--- src/rtl/lane_step_pkg.sv ---
// lane_step_pkg: shared types and helpers for the lane step engine.
//   lane_step_state_e : sweep controller states (IDLE, SWEEP, DONE).
//   lane_step_add     : unsigned add at a fixed maximum width with the carry
//                       kept in the extra top bit. Callers zero-extend their
//                       operands to LANE_STEP_MAX_W bits and truncate the
//                       result back to WIDTH+1 bits.
package lane_step_pkg;

  typedef enum logic [1:0] {
    IDLE  = 2'd0,
    SWEEP = 2'd1,
    DONE  = 2'd2
  } lane_step_state_e;

  localparam int LANE_STEP_MAX_W = 64;

  function automatic logic [LANE_STEP_MAX_W:0] lane_step_add(
    input logic [LANE_STEP_MAX_W-1:0] x,
    input logic [LANE_STEP_MAX_W-1:0] y
  );
    return {1'b0, x} + {1'b0, y};
  endfunction

endpackage

--- src/rtl/lane_step_sat_add.sv ---
// lane_step_sat_add: combinational WIDTH-bit adder shared by all lanes.
// Ports:
//   x, y  in  WIDTH : addends
//   sum   out WIDTH : result (wrapped, or saturated on carry)
//   carry out 1     : carry out of bit WIDTH-1
// Build option: define LANE_STEP_SAT_EN to clamp carried sums to all-ones;
// otherwise sums wrap modulo 2^WIDTH. The carry is reported either way.
module lane_step_sat_add
  import lane_step_pkg::*;
#(
  parameter int WIDTH = 8
) (
  input  logic [WIDTH-1:0] x,
  input  logic [WIDTH-1:0] y,
  output logic [WIDTH-1:0] sum,
  output logic             carry
);

  logic [WIDTH:0] full;

  // The package helper works at a fixed wide width; only WIDTH+1 bits matter.
  assign full  = (WIDTH+1)'(lane_step_add(LANE_STEP_MAX_W'(x), LANE_STEP_MAX_W'(y)));
  assign carry = full[WIDTH];

`ifdef LANE_STEP_SAT_EN
  assign sum = carry ? {WIDTH{1'b1}} : full[WIDTH-1:0];
`else
  assign sum = full[WIDTH-1:0];
`endif

endmodule

--- src/rtl/lane_step_engine.sv ---
// lane_step_engine: sweeps LANES registers, one lane per cycle.
//   Lane 0 is loaded from the captured load value; lanes 1..LANES-1 get
//   (own value + STEP) in mode 0 or (captured operand + STEP) in mode 1.
// Ports:
//   clk      in  1            : rising-edge clock
//   rst      in  1            : asynchronous active-high reset
//   start    in  1            : sweep request, accepted only when idle
//   mode     in  1            : 0 self-add, 1 operand-add (captured at accept)
//   load_val in  WIDTH        : lane 0 value (captured at accept)
//   b        in  LANES*WIDTH  : per-lane operands, lane i at [i*WIDTH +: WIDTH]
//   a        out LANES*WIDTH  : lane registers, same packing as b
//   busy     out 1            : high while sweeping and in the done cycle
//   done     out 1            : one-cycle pulse after the last lane write
//   ovf      out 1            : sticky carry flag for the current sweep
// Build option: LANE_STEP_SAT_EN (see lane_step_sat_add) selects saturating
// lane additions instead of wrapping ones.
module lane_step_engine
  import lane_step_pkg::*;
#(
  parameter int LANES = 5,
  parameter int WIDTH = 8,
  parameter int STEP  = 5
) (
  input  logic                   clk,
  input  logic                   rst,
  input  logic                   start,
  input  logic                   mode,
  input  logic [WIDTH-1:0]       load_val,
  input  logic [LANES*WIDTH-1:0] b,
  output logic [LANES*WIDTH-1:0] a,
  output logic                   busy,
  output logic                   done,
  output logic                   ovf
);

  localparam int               IW     = $clog2(LANES);
  localparam logic [IW-1:0]    LAST   = IW'(LANES - 1);
  localparam logic [WIDTH-1:0] STEP_W = WIDTH'(STEP);

  lane_step_state_e state, state_nxt;
  logic [IW-1:0]    idx, idx_nxt;
  logic             accept;

  logic                   mode_snap;
  logic [WIDTH-1:0]       load_snap;
  logic [LANES*WIDTH-1:0] b_snap;

  logic [LANES*WIDTH-1:0] a_nxt;
  logic                   ovf_nxt;
  int                     base;
  logic [WIDTH-1:0]       opnd;
  logic [WIDTH-1:0]       sum;
  logic                   carry;

  // Controller: next state, sweep index and handshake outputs
  always_comb begin
    state_nxt = state;
    idx_nxt   = idx;
    accept    = 1'b0;
    busy      = (state != IDLE);
    done      = (state == DONE);
    case (state)
      IDLE: begin
        if (start) begin
          state_nxt = SWEEP;
          idx_nxt   = '0;
          accept    = 1'b1;
        end
      end
      SWEEP: begin
        if (idx == LAST) begin
          state_nxt = DONE;
          idx_nxt   = '0;
        end else begin
          idx_nxt = idx + 1'b1;
        end
      end
      DONE:    state_nxt = IDLE;
      default: state_nxt = IDLE;
    endcase
  end

  // Single shared adder; the sweep index picks which lane feeds it
  assign base = int'(idx) * WIDTH;
  assign opnd = mode_snap ? b_snap[base +: WIDTH] : a[base +: WIDTH];

  lane_step_sat_add #(
    .WIDTH(WIDTH)
  ) u_add (
    .x    (opnd),
    .y    (STEP_W),
    .sum  (sum),
    .carry(carry)
  );

  // Next lane-array value: only the indexed lane may change
  always_comb begin
    a_nxt   = a;
    ovf_nxt = ovf;
    if (accept) begin
      ovf_nxt = 1'b0;
    end else if (state == SWEEP) begin
      if (idx == '0) begin
        a_nxt[WIDTH-1:0] = load_snap;
      end else begin
        a_nxt[base +: WIDTH] = sum;
        if (carry) ovf_nxt = 1'b1;
      end
    end
  end

  // Registers
  always_ff @(posedge clk or posedge rst) begin
    if (rst) begin
      state     <= IDLE;
      idx       <= '0;
      a         <= '0;
      ovf       <= 1'b0;
      mode_snap <= 1'b0;
      load_snap <= '0;
      b_snap    <= '0;
    end else begin
      state <= state_nxt;
      idx   <= idx_nxt;
      a     <= a_nxt;
      ovf   <= ovf_nxt;
      if (accept) begin
        mode_snap <= mode;
        load_snap <= load_val;
        b_snap    <= b;
      end
    end
  end

endmodule

--- config.mk ---
export PLATFORM = sky130hd
export DESIGN_NAME = lane_step_engine
export DESIGN_NICKNAME = d
export VERILOG_FILES = /design/src/rtl/lane_step_pkg.sv /design/src/rtl/lane_step_sat_add.sv /design/src/rtl/lane_step_engine.sv
export SDC_FILE = /design/constraint.sdc
export NUM_CORES = 1
export LEC_CHECK = 0
export BUFFER_PORTS_ARGS = -buffer_cell sky130_fd_sc_hd__buf_2
export CORE_UTILIZATION = 60
export CTS_BUF_LIST = sky130_fd_sc_hd__clkbuf_4
export DETAILED_ROUTE_END_ITERATION = 6
export PLACE_DENSITY_LB_ADDON = 0.2
export SLEW_MARGIN = 30
export SYNTH_ARGS = -nofsm -noshare
export SYNTH_HDL_FRONTEND = slang
export SYNTH_HIERARCHICAL = 1
export SYNTH_SLANG_ARGS = --single-unit
--- constraint.sdc ---
create_clock -name clk -period 6 [get_ports clk]
set_input_delay 0.9 -clock clk [delete_from_list [all_inputs] [get_ports clk]]
set_output_delay 0.9 -clock clk [all_outputs]
set_load 0.02 [all_outputs]
==> impl_metrics.tcl, run 1 <==
set metrics [dict create \
    status "finished with violations" \
    violations "design-rule violations" \
    period_share_pct 58.4 \
    io_pins 95 \
    grt_usage_pct 28.9 \
    first_pass_iters 7 \
    slowest_delay_ns 0.75 \
    clkSinkCount 95 \
    rsz0062_at_grt "no" \
    critPathLaunchType "register" \
    synthDominantCellAreaShare_pct 48.5 \
    core_area_um2 7810 \
    ys_async_sr_fraction_pct 100 \
    synth_common_cells "95 x dfrtp_1, 89 x mux2_2, 34 x mux2i_1" \
    grt_max_degree 54 \
    antenna_left 0 \
    postCtsSetupRepairBufs 0 \
    cts_tree "built" \
    hpwl_um 8510 \
    dr_total_vias 3449 \
    ctsResizeCount 0 \
    setup_viol 0 \
    die_area_um2 8540 \
    pwr-share-clk_pct 8.9 \
    fmax_ghz 0.285 \
    antenna_cells 0 \
    area_growth_pct 13.6 \
    synthFlopType "dfrtp_1" \
    syn_area_um2 4900 \
    p_leak_nw 2.74 \
    finalHoldViolCount 0 \
    power.switching_mw 1.63 \
    pwr-share-seq_pct 34.7 \
    ys_seq_elements 95 \
    p_per_area_nw_per_um2 643 \
    crit_required_ns 6.34 \
    slew-limit-headroom_pct 49.4 \
    r2r_cells 11 \
    antenna_found_initial 0 \
    ys_types 41 \
    place_inst 572 \
    initial_core_util_pct 62.8 \
    syn_avg_cell_area_um2 12.7 \
    cp_max_fo 14 \
    power.internal_mw 1.95 \
    worst_pin_slew_ns 0.759 \
    final.setup_skew_ns 0.0295 \
    root_buffer "clkbuf_4" \
    nets 549 \
    slew_violations 0 \
    arrival_ns 3.85 \
    gp_congestion 0.935 \
    synth_most_common_cell "dfrtp_1" \
    cts_buffers 9 \
    critPathSlowestCell "dfrtp_1" \
    crit_type "reg2reg" \
    clock_path_buffers 2 \
    final_cell_count_no_fill 588 \
    min-delay-path-class "in2async" \
    synth_cells 387 \
    synth-edff-count 0 \
    ys_seq_area_share_pct 48.5 \
    power_frac_comb_pct 56.4 \
    final.min_clock_period_ns 3.51 \
    drtIter0Drc 242 \
    via_per_inst 5.87 \
    synth.area.top_cells "dfrtp_1 48%, mux2_2 20%, mux2i_1 6.9%, ha_1 3.8%, mux4_2 3.7%" \
    n_fill_cell 584 \
    drv_cap 0 \
    setup_tns_ns 0 \
    grt_pass1_wl_um 18400 \
    crit_chain "inv_1 -> mux4_2 -> o22ai_1 -> ha_1 -> nand3_1 -> a21oi_1 -> nor4_1 -> a311o_1 -> nand2b_1 -> nor2_1 -> mux2_2" \
    irDropWorstVdd_v 0.000286 \
    switching_share_pct 45.6 \
    end_kind "register" \
    clock_latency_ns 0.46 \
    clk_pin_slew_ns 0.17 \
    drc 6 \
    die_h_um 92.4 \
    routedWlPerCell_um 19.7 \
    grt_overflow 0 \
    die_w_um 92.4 \
    post-synth-top-area-cell "dfrtp_1" \
    postCtsHoldBufs 0 \
    ys_warn_count 6 \
    routed_wl_um 11600 \
    port-buffer-count 94 \
    placementRows 32 \
    h-tree-depth 3 \
    grt_pass1_vias 3416 \
    drive_above_1_share_pct 44.0 \
]
-- placed cells by master (no fill, tap or decap), drive strengths merged, types with 3 or more instances in the layout --
cell type  netlist  final
nand3            6      6
clkinvlp         0      4
o31ai            4      4
nor2b            3      3
mux2            90     90
ha              15     15
buf             17     96
nor2            30     30
nand2b          13     13
dfrtp           95     95
mux4             8      8
nand2            5      5
mux2i           34     34
conb             2      9
o22ai           12     12
inv             15     15
clkbuf           3     10
a21oi            8      8
-- critical path, delay by kind of cell (launching register included) --
family          cells  cell delay [ns]
compound gates      3             0.79
mux                 2             0.82
flops               1             0.75
fa+ha+maj           1             0.17
buf+inv             1             0.41
simple gates        4             0.44
-- flip-flops by register name, summed over array words and instances (netlist names) --
signal and flops:
a 40, state 2, mode_snap 1, ovf 1, idx 3, b_snap 40, load_snap 8
-- cells by family after synthesis --
logic type | share of synthesized area [%]
muxes | 31.3
DFF | 48.5
and+or+nand+nor | 7.07
AOI/OAI and AO/OA | 4.72
adders and majority gates | 4.24
buffers and inverters | 3.32
xor gates and xnor gates | 0.715
other | 0.153
-- cell type report --
class	count	area [um2]	share of cell area [%]
Clock buffer	10	75.1	1.35
Timing Repair Buffer	96	485	8.72
Tap cell	102	128	2.29
Multi-Input combinational cell	264	2400	43.0
Clock inverter	6	46.3	0.831
Inverter	15	57.6	1.03
Sequential cell	95	2380	42.8
-- power by group through the flow --
stage,clock network [mW],registers [mW],logic [mW]
floorplan,0,1.25,1.42
global placement,0,1.24,1.94
detailed placement,0,1.25,1.99
CTS,0.322,1.24,1.99
global route,0.342,1.29,2.17
finish,0.318,1.24,2.02
-- metrics by stage --
stage               area, um2  hold WS [ns]  total power [mW]  util (%)  worst slack (ns)
detailed placement       5450         0.490              3.24      69.7              2.39
global placement         5450         0.484              3.18      69.7              2.47
CTS                      5570         0.527              3.55      71.3              2.33
floorplan                4930         0.475              2.66         -              2.62
finish                   5570         0.522              3.58      71.3              2.49
global route             5570         0.541              3.81      71.3              2.19
-- path summary, 6_finish.rpt --
| path | slack [ns] | endpoint | start |
|---|---|---|---|
| max | 2.49 | a[21]$_DFFE_PP0P_ | idx[0]$_DFFE_PP0P_ |
| min | 0.52 | a[20]$_DFFE_PP0P_ | rst |
| max reg2reg | 2.49 | a[21]$_DFFE_PP0P_ | idx[0]$_DFFE_PP0P_ |
| min reg2reg | 0.52 | b_snap[6]$_DFFE_PP0P_ | b_snap[6]$_DFFE_PP0P_ |
| max in group asynchronous | 4.29 | mode_snap$_DFFE_PP0P_ | rst |
| min in group clk | 0.52 | b_snap[6]$_DFFE_PP0P_ | b_snap[6]$_DFFE_PP0P_ |
-- routing by layer --
layer  up-vias  track usage, %  share of wire, %
met5         -               0                 0
met4         0            9.77               2.3
met3        31            4.35               6.2
met2       129            46.7                48
met1      1713            40.2                44
li1       1576               -                 -
Power figures use the tool's default switching activity.
==> inputs of run 2 (changes only) <==
Settings changed: CORE_UTILIZATION 60 to 57.
Clock period 6 ns to 3.65 ns, I/O delays scaled along.
==> run 2 against run 1 <==
Against the previous run: the run now ends clean; routed wire length hardly changed; design area increased by 2.1%; clock power rose by 92%; via count decreased by 1.4%; first-iteration DRC count decreased by 30%; critical path depth up 1; flip-flop and latch count unchanged; register-to-register slack lost 2.2 ns; fmax up 3.0%; core utilization shrank 2.5 points; clock skew rose by 0.00066 ns; sequential share of layout area is 0.91 points lower; highest routed layer unchanged.
==> impl_metrics.tcl, run 2 (synthesis results as in run 1) <==
set metrics [dict create \
    dr_total_vias 3400 \
    clk_pin_slew_ns 0.15 \
    min-delay-path-class "in2async" \
    finish.utilization_pct 68.8 \
    final.setup_skew_ns 0.0302 \
    grt_pass1_vias 3487 \
    reg2reg_to "a[21]$_DFFE_PP0P_" \
    drive_above_1_share_pct 44.9 \
    end_kind "register" \
    rsz0062_at_grt "no" \
    power_frac_comb_pct 58.2 \
    period_share_pct 93.2 \
    first_pass_iters 4 \
    initial_core_util_pct 59.4 \
    die_w_um 94.7 \
    power.internal_mw 3.34 \
    pre_cts_slack_ns 0.230 \
    pwr-share-seq_pct 31.8 \
    drv_cap 0 \
    n_fill_cell 646 \
    fmax_ghz 0.294 \
    finalHoldViolCount 0 \
    area_growth_pct 16.0 \
    arrival_ns 3.74 \
    r2r_cells 12 \
    crit_type "reg2reg" \
    cts_tree "built" \
    clock_path_buffers 2 \
    switching_share_pct 44.9 \
    p_leak_nw 2.79 \
    die_h_um 94.7 \
    antenna_left 0 \
    crit_cells 12 \
    grt_pass1_wl_um 18400 \
    drtIter0Drc 170 \
    p_per_area_nw_per_um2 1070 \
    cp_max_fo 8 \
    path_delay_family "compound AO/OA/AOI/OAI gates" \
    status "finished clean" \
    routed_wl_um 11600 \
    dpl_cell_area_um2 5530 \
    place_inst 581 \
    grt_max_degree 52 \
    grt_usage_pct 28.2 \
    irDropWorstVdd_v 0.000523 \
    rrSetupSlack_ns 0.25 \
    crit_end "a[21]$_DFFE_PP0P_" \
    final_cell_mix "94 x dfrtp_1, 94 x buf_2, 89 x mux2_2, 34 x mux2i_1, 29 x nor2_1" \
    gp_congestion 0.917 \
    critPathLaunchType "register" \
    die_area_um2 8980 \
    antenna_cells 0 \
    io_pins 95 \
    crit_chain "buf_4 -> mux4_2 -> o22ai_1 -> o22ai_1 -> ha_1 -> inv_2 -> nor3_1 -> a311o_1 -> a311o_1 -> nand2b_1 -> nor2_1 -> mux2_2" \
    final.min_clock_period_ns 3.40 \
    worst_pin_slew_ns 0.803 \
    antenna_found_initial 0 \
    postCtsHoldBufs 0 \
    placementRows 33 \
    h-tree-depth 3 \
    core_area_um2 8260 \
    power.switching_mw 2.72 \
    setup_viol 0 \
    critPathSlowestCell "dfrtp_1" \
    clock_latency_ns 0.46 \
    via_per_inst 5.70 \
    slowest_delay_ns 0.51 \
    root_buffer "clkbuf_4" \
    port-buffer-count 94 \
    critical_path.startpoint "idx[0]$_DFFE_PP0P_" \
    slew-limit-headroom_pct 46.5 \
    slew_violations 0 \
    layout_setup_ws_ns 0.246 \
    drc 0 \
    reg_top3 "a: 40 flops, b_snap: 40 flops, load_snap: 8 flops" \
    final_cell_count_no_fill 597 \
    setup_tns_ns 0 \
    grt_overflow 0 \
    pwr-share-clk_pct 10.0 \
    crit_buf_inv 2 \
    hpwl_um 8620 \
    clkSinkCount 95 \
    nets 555 \
    crit_required_ns 3.98 \
    worstReg2RegStart "idx[0]$_DFFE_PP0P_" \
    routedWlPerCell_um 19.4 \
    final_area_um2 5680 \
    cts_buffers 9 \
]
## run 2: changes by cell type in the layout (fill, tap and decap cells not counted), sizes merged
cell      previous run  this run
buf                 96       102
bufinv               0         1
clkinv               2         1
clkinvlp             4         3
inv                 15        16
## run 2: cell type report
cell class / count / area [um2] / area share, %
clock buffer: 10 / 75.1 / 1.32
clock inverter: 6 / 73.8 / 1.30
inverter: 15 / 61.3 / 1.08
multi-input combinational: 264 / 2400 / 42.2
sequential: 95 / 2380 / 41.8
tap: 105 / 131 / 2.31
timing repair buffer: 102 / 568 / 9.99
## run 2: routing by layer
metal	share of wire, %	global-route usage [%]
met1	43	37.4
met2	49	45.3
met3	4.9	6.44
met4	2.5	10.5
met5	0	0
## run 2: repair_timing
item | in CTS | in global routing
gates resized for setup | 0 | 1
setup buffers | 0 | 0
endpoints found under the setup margin | 0 | 3
## run 2: worst register-to-register path, stage by stage, from the launching register on
cell	delay (ns)
dfrtp_1	0.51
buf_4	0.24
mux4_2	0.51
o22ai_1	0.24
o22ai_1	0.12
ha_1	0.37
inv_2	0.11
nor3_1	0.05
a311o_1	0.26
a311o_1	0.28
nand2b_1	0.25
nor2_1	0.09
mux2_2	0.27
## run 2: how the worst min path moves through the flow
| stage | cells after the start | slack [ns] | endpoint |
|---|---|---|---|
| after floorplan | 1 | 0.47 | b_snap[19]$_DFFE_PP0P_ |
| after global placement | 1 | 0.48 | a[2]$_DFFE_PP0P_ |
| after detailed placement | 1 | 0.49 | a[7]$_DFFE_PP0P_ |
| after CTS | 2 | 0.20 | a[0]$_DFFE_PP0P_ |
| after global routing | 2 | 0.24 | a[0]$_DFFE_PP0P_ |
| final | 2 | 0.19 | a[0]$_DFFE_PP0P_ |
## run 2: power groups by stage
| stage | Sequential (mW) | Clock, mW | Combinational (mW) |
|---|---|---|---|
| finish | 1.93 | 0.609 | 3.53 |
| global route | 2.00 | 0.663 | 3.84 |
| CTS | 1.93 | 0.621 | 3.51 |
| detailed placement | 1.95 | 0 | 3.49 |
| global placement | 1.94 | 0 | 3.43 |
| floorplan | 2.05 | 0 | 2.33 |
## run 2: per-stage QoR
step | power [mW] | hold slack, ns
after floorplan | 4.37 | 0.475
after global placement | 5.37 | 0.483
after detailed placement | 5.44 | 0.495
after CTS | 6.05 | 0.198
after global routing | 6.50 | 0.238
final | 6.07 | 0.190
